$ cat src/rtl/instruction_fetch_if.sv
// Handshake and bus bundle between the fetch sequencer, byte memory and the
// downstream 16-bit instruction register load port.
interface instruction_fetch_if #(
  parameter int ADDR_WIDTH = 16
);
  logic                  Start;
  logic                  PCLoad;
  logic [ADDR_WIDTH-1:0] PCIn;
  logic [7:0]            MemData;
  logic                  MemReady;
  logic                  MemRead;
  logic [ADDR_WIDTH-1:0] MemAddress;
  logic [15:0]           IrI;
  logic [2:0]            IrFunSel;
  logic                  IrE;
  logic [ADDR_WIDTH-1:0] PC;
  logic                  Busy;
  logic                  Done;

  modport slave (
    input  Start, PCLoad, PCIn, MemData, MemReady,
    output MemRead, MemAddress, IrI, IrFunSel, IrE, PC, Busy, Done
  );

  modport master (
    output Start, PCLoad, PCIn, MemData, MemReady,
    input  MemRead, MemAddress, IrI, IrFunSel, IrE, PC, Busy, Done
  );
endinterface

$ cat src/rtl/instruction_fetch.sv
// Two-byte instruction fetch sequencer: reads low then high byte from byte-wide
// memory and loads them into the instruction register, advancing the PC per byte.
module instruction_fetch #(
  parameter int                    ADDR_WIDTH = 16,
  parameter logic [ADDR_WIDTH-1:0] RESET_PC   = '0
) (
  input  logic                Clock,
  input  logic                Reset,
  instruction_fetch_if.slave  bus
);

  typedef enum logic [1:0] {
    IDLE,
    FETCH_LO,
    FETCH_HI,
    WRITE_HI
  } state_t;

  state_t                state_q;
  logic [ADDR_WIDTH-1:0] pc_q;
  logic [ADDR_WIDTH-1:0] pcInc_d;
  logic                  memRead_q;
  logic [ADDR_WIDTH-1:0] memAddr_q;
  logic [15:0]           irI_q;
  logic [2:0]            irFunSel_q;
  logic                  irE_q;
  logic                  busy_q;
  logic                  done_q;

  assign pcInc_d = pc_q + ADDR_WIDTH'(1);

  // IrE and Done are single-cycle pulses, so they default low on every edge.
  always_ff @(posedge Clock or negedge Reset) begin
    if (!Reset) begin
      state_q    <= IDLE;
      pc_q       <= RESET_PC;
      memRead_q  <= 1'b0;
      memAddr_q  <= '0;
      irI_q      <= '0;
      irFunSel_q <= '0;
      irE_q      <= 1'b0;
      busy_q     <= 1'b0;
      done_q     <= 1'b0;
    end else begin
      irE_q  <= 1'b0;
      done_q <= 1'b0;
      case (state_q)
        IDLE: begin
          if (bus.PCLoad) begin
            pc_q <= bus.PCIn;
          end
          if (bus.Start) begin
            state_q   <= FETCH_LO;
            memRead_q <= 1'b1;
            memAddr_q <= bus.PCLoad ? bus.PCIn : pc_q;
            busy_q    <= 1'b1;
          end
        end
        FETCH_LO: begin
          if (bus.MemReady) begin
            state_q    <= FETCH_HI;
            pc_q       <= pcInc_d;
            memAddr_q  <= pcInc_d;
            irI_q      <= {8'h00, bus.MemData};
            irFunSel_q <= 3'b101;
            irE_q      <= 1'b1;
          end
        end
        FETCH_HI: begin
          if (bus.MemReady) begin
            state_q    <= WRITE_HI;
            pc_q       <= pcInc_d;
            memRead_q  <= 1'b0;
            irI_q      <= {8'h00, bus.MemData};
            irFunSel_q <= 3'b110;
            irE_q      <= 1'b1;
            done_q     <= 1'b1;
          end
        end
        WRITE_HI: begin
          state_q <= IDLE;
          busy_q  <= 1'b0;
        end
        default: begin
          state_q   <= IDLE;
          memRead_q <= 1'b0;
          busy_q    <= 1'b0;
        end
      endcase
    end
  end

  assign bus.MemRead    = memRead_q;
  assign bus.MemAddress = memAddr_q;
  assign bus.IrI        = irI_q;
  assign bus.IrFunSel   = irFunSel_q;
  assign bus.IrE        = irE_q;
  assign bus.PC         = pc_q;
  assign bus.Busy       = busy_q;
  assign bus.Done       = done_q;

endmodule

$ cat src/flat_wrapper.sv
// flat-port wrapper written by rule: the top's interface ports become plain ports
module instruction_fetch_flat 
#(
  parameter int                    ADDR_WIDTH = 16,
  parameter logic [ADDR_WIDTH-1:0] RESET_PC   = '0
)
  (Clock, Reset, bus_Start, bus_PCLoad, bus_PCIn, bus_MemData, bus_MemReady, bus_MemRead, bus_MemAddress, bus_IrI, bus_IrFunSel, bus_IrE, bus_PC, bus_Busy, bus_Done);
  instruction_fetch_if #(.ADDR_WIDTH(ADDR_WIDTH)) bus_i ();
  input  logic Clock;
  input  logic Reset;
  input wire logic [$bits(bus_i.Start)-1:0] bus_Start;
  input wire logic [$bits(bus_i.PCLoad)-1:0] bus_PCLoad;
  input wire logic [$bits(bus_i.PCIn)-1:0] bus_PCIn;
  input wire logic [$bits(bus_i.MemData)-1:0] bus_MemData;
  input wire logic [$bits(bus_i.MemReady)-1:0] bus_MemReady;
  output wire logic [$bits(bus_i.MemRead)-1:0] bus_MemRead;
  output wire logic [$bits(bus_i.MemAddress)-1:0] bus_MemAddress;
  output wire logic [$bits(bus_i.IrI)-1:0] bus_IrI;
  output wire logic [$bits(bus_i.IrFunSel)-1:0] bus_IrFunSel;
  output wire logic [$bits(bus_i.IrE)-1:0] bus_IrE;
  output wire logic [$bits(bus_i.PC)-1:0] bus_PC;
  output wire logic [$bits(bus_i.Busy)-1:0] bus_Busy;
  output wire logic [$bits(bus_i.Done)-1:0] bus_Done;
  assign bus_i.Start = bus_Start;
  assign bus_i.PCLoad = bus_PCLoad;
  assign bus_i.PCIn = bus_PCIn;
  assign bus_i.MemData = bus_MemData;
  assign bus_i.MemReady = bus_MemReady;
  assign bus_MemRead = bus_i.MemRead;
  assign bus_MemAddress = bus_i.MemAddress;
  assign bus_IrI = bus_i.IrI;
  assign bus_IrFunSel = bus_i.IrFunSel;
  assign bus_IrE = bus_i.IrE;
  assign bus_PC = bus_i.PC;
  assign bus_Busy = bus_i.Busy;
  assign bus_Done = bus_i.Done;
  instruction_fetch #(.ADDR_WIDTH(ADDR_WIDTH), .RESET_PC(RESET_PC)) u_core (.Clock(Clock), .Reset(Reset), .bus(bus_i));
endmodule
$ cat config.mk
export PLATFORM = sky130hd
export DESIGN_NAME = instruction_fetch_flat
export DESIGN_NICKNAME = d
export VERILOG_FILES = /design/src/rtl/instruction_fetch_if.sv /design/src/rtl/instruction_fetch.sv /design/src/flat_wrapper.sv
export SDC_FILE = /design/constraint.sdc
export NUM_CORES = 1
export LEC_CHECK = 0
export BUFFER_PORTS_ARGS = -buffer_cell sky130_fd_sc_hd__buf_2
export CAP_MARGIN = 10
export CORE_MARGIN = 3
export CORE_UTILIZATION = 46
export CTS_CLUSTER_SIZE = 28
export DETAILED_ROUTE_END_ITERATION = 8
export PLACE_DENSITY = 0.77
export SYNTH_ARGS = -nofsm -noshare
export SYNTH_HDL_FRONTEND = slang
export SYNTH_SLANG_ARGS = --single-unit
$ cat constraint.sdc
create_clock -name Clock -period 1.9 [get_ports Clock]
set_clock_uncertainty 0.2 [all_clocks]
set_input_delay 0.57 -clock Clock [delete_from_list [all_inputs] [get_ports Clock]]
set_output_delay 0.57 -clock Clock [all_outputs]
set_load 0.005 [all_outputs]
==> impl_metrics.ini <==
[worst_setup_path]
r2r_slack_ns = -0.05
cp.required_ns = 1.90
end_kind = flop
start_kind = flop
path_class = flop to flop
worst-path-max-fanout = 5
crit_arrival_ns = 1.95

[clock_tree]
cts-buffers-inserted = 5
tritoncts = built
clock_sinks = 49
cts_root_buffer = clkbuf_8
clk_pin_slew_ns = 0.09
cts_buffer_depth = 2
clk_latency_ns = 0.30
ctsHoldBuffers = 0
h-tree-depth = 2

[detailed_routing]
drtIter0Drc = 171
route.detailed.drc = 0
vias = 2750
wl_per_cell_microns = 15.9
routed_via_density = 5.40
ant_nets = 0
drt-total-wl_mm = 8.07
dr.pass1.iters = 4

[pwr]
p_total_w = 0.00683
max-vdd-ir-drop_mv = 0.828
pwr_density_cell_mw_per_mm2 = 1740
p_leak_nw = 1.84

[global_routing]
grt_overflow_total = 0
grt_max_degree = 50
grt_usage_pct = 22.2
grt_first_pass_wirelength_mm = 13.2
grt_pass1_vias = 2737
antenna_found_initial = 0

[placement]
place_hpwl_mm = 6.07
pre_cts_ws_ns = -0.0406
gp_congestion = 0.890
io_buffers = 75

[cells_and_area]
syn_to_final_growth_pct = 31.6
drive_above_1_share_pct = 42.6
nets = 467
fillers = 518
diodes = 0

[sta]
drv_slew = 0
finalWorstSetupSlack_ns = -0.0512
rsz0062_at_grt = true
fin_crit_ns = 1.95
fmax_mhz = 512
final-setup-viol-count = 5
hold_viol = 0
finalCritPeriodShare_pct = 103

[logic_synthesis]
async_flop_share_pct = 100
synth_edf_count = 0
netlist_instances = 321
ys.flop_type = dfrtp_1
ys_seq_area_share_pct = 41.2
avgSynthCellArea_sq_um = 9.27
yosysUniqueCellTypes = 60
yosysWarningCount = 0
syn_area_sq_mm = 0.00298
ys_ff_latch = 49

[die]
num_rows = 28
fp.dieW_microns = 86.4
core-area_sq_mm = 0.00610
ios = 84
die_area_sq_mm = 0.00747
start_util_pct = 48.8
die_h_microns = 86.4

[run_status]
outcome = finished with violations
failed_checks = negative setup slack

[run]
maxCapViolCount = 0

[hold_path]
hold_class = input pin to async pin
==> cells in the final DEF (no fill, tap or decap), types with 5 or more instances in the layout <==
cell type / netlist / routed
a21o_1: 5 / 5
nand3_1: 12 / 11
clkbuf_8: 1 / 5
a211oi_1: 5 / 5
xnor2_1: 8 / 7
o21ai_0: 15 / 15
dfrtp_1: 49 / 46
mux2_2: 7 / 7
conb_1: 1 / 8
buf_4: 11 / 48
mux2i_1: 10 / 10
nor2_1: 29 / 25
nand2_1: 53 / 50
buf_2: 3 / 75
a21oi_1: 17 / 13
==> worst paths after layout <==
path / start / end / cells after the start
setup / recovery: u_core.bus.PC[6] / u_core.bus.PC[15] / 4
hold / removal: Reset / u_core.bus.MemAddress[0] / 2
setup reg to reg: u_core.bus.PC[6] / u_core.bus.PC[15] / 4
hold reg to reg: u_core.bus.MemAddress[9] / u_core.bus.MemAddress[9] / 2
max in group asynchronous: Reset / u_core.bus.PC[5] / 2
min in group Clock: bus_MemData[6] / u_core.bus.IrI[6] / 3
==> critical path, cell delays in order, from the launching register on <==
cell      delay (ns)
dfrtp_1         0.50
and4_1          0.29
and3_1          0.24
nand4_1         0.24
a221oi_1        0.37
==> per-layer routing <==
layer  wire length, microns  global-route usage (%)  vias up
li1                       -                       -     1341
met1                   3230                    28.0     1289
met2                   4080                    38.2      105
met3                    603                    4.56       15
met4                    152                    7.08        0
met5                      0                       0        -
==> cell type report <==
type / instances / area [sq um] / area share [%]
clock buffers: 6 / 72.6 / 1.85
clock inverters: 2 / 10.0 / 0.256
inverters: 7 / 28.8 / 0.735
multi-input cells: 242 / 1660 / 42.5
flip-flops and latches: 49 / 1230 / 31.4
well taps: 75 / 93.8 / 2.40
repair buffers: 128 / 818 / 20.9
==> flip-flops by register name, summed over array words and instances (netlist names) <==
| name | count |
|---|---|
| u_core.bus.IrE | 1 |
| u_core.bus.PC | 16 |
| u_core.bus.Done | 1 |
| u_core.bus.IrFunSel | 3 |
| u_core.bus.Busy | 1 |
| u_core.bus.MemAddress | 16 |
| u_core.bus.MemRead | 1 |
| u_core.bus.IrI | 8 |
| u_core.state_q | 2 |
==> cells by family (layout without fill, tap and decap cells) <==
kind of cell	Yosys count	in the layout	share of synthesized area [%]
adders and majority gates	5	5	2.10
muxes	17	17	6.01
AOI/OAI and AO/OA	71	71	16.9
buffers and inverters	37	143	8.20
other	1	8	0.126
and+or+nand+nor	130	130	22.2
DFF	49	49	41.2
xor gates and xnor gates	11	11	3.24
==> synth_stat cells (2+ instances only) <==
library cell / number / area share [%]
a221oi_1: 3 / 0.88
a211oi_2: 2 / 0.84
nand4_4: 2 / 1.4
buf_6: 5 / 1.9
nor3_1: 5 / 0.84
and2_1: 3 / 0.63
nor4_4: 2 / 1.4
buf_2: 3 / 0.50
nor3b_1: 2 / 0.50
mux2_2: 7 / 2.6
buf_4: 11 / 2.8
nor2_1: 29 / 3.7
ha_1: 5 / 2.1
inv_1: 6 / 0.76
nand3_1: 12 / 2.0
xnor2_1: 8 / 2.4
nand2b_1: 3 / 0.63
nor2b_1: 4 / 0.84
nand2_1: 53 / 6.7
a21o_1: 5 / 1.3
dfrtp_1: 49 / 41
o21a_1: 3 / 0.76
mux2i_1: 10 / 3.4
a211oi_1: 5 / 1.3
xor2_1: 3 / 0.88
nand4_1: 3 / 0.63
a311oi_1: 4 / 1.2
clkbuf_1: 7 / 0.88
o221a_2: 2 / 0.76
o21ai_0: 15 / 2.5
o21bai_1: 2 / 0.50
a21oi_1: 17 / 2.9
and3_1: 4 / 0.84
==> report_power, final <==
group / switching (W) / internal, W / total, W
combinational: 0.00222 / 0.00210 / 0.00431
sequential: 0.000373 / 0.00154 / 0.00191
clock: 0.000355 / 0.000256 / 0.000612
total: 0.00294 / 0.00389 / 0.00683
==> stage by stage <==
stage | util (%) | instances | hold WS, ns | cell area [sq um] | setup TNS [ns]
3_3_place_gp | 60.4 | 497 | 0.250 | 3680 | -0.0109
4_1_cts | 62.5 | 508 | 0.0468 | 3810 | -0.0232
3_5_place_dp | 60.4 | 497 | 0.255 | 3680 | -0.176
5_1_grt | 64.2 | 509 | 0.0460 | 3920 | -0.864
6_report | 64.2 | 509 | 0.0333 | 3920 | -0.135
2_1_floorplan | - | 328 | 0.0744 | 3040 | -0.0629
==> repair_timing <==
item                                    CTS  global route
buffers inserted                          3             2
gates resized for setup                   5            25
pin swaps                                 4             9
endpoints found under the setup margin    8            24
No activity file was read; power rests on OpenSTA's default activity.
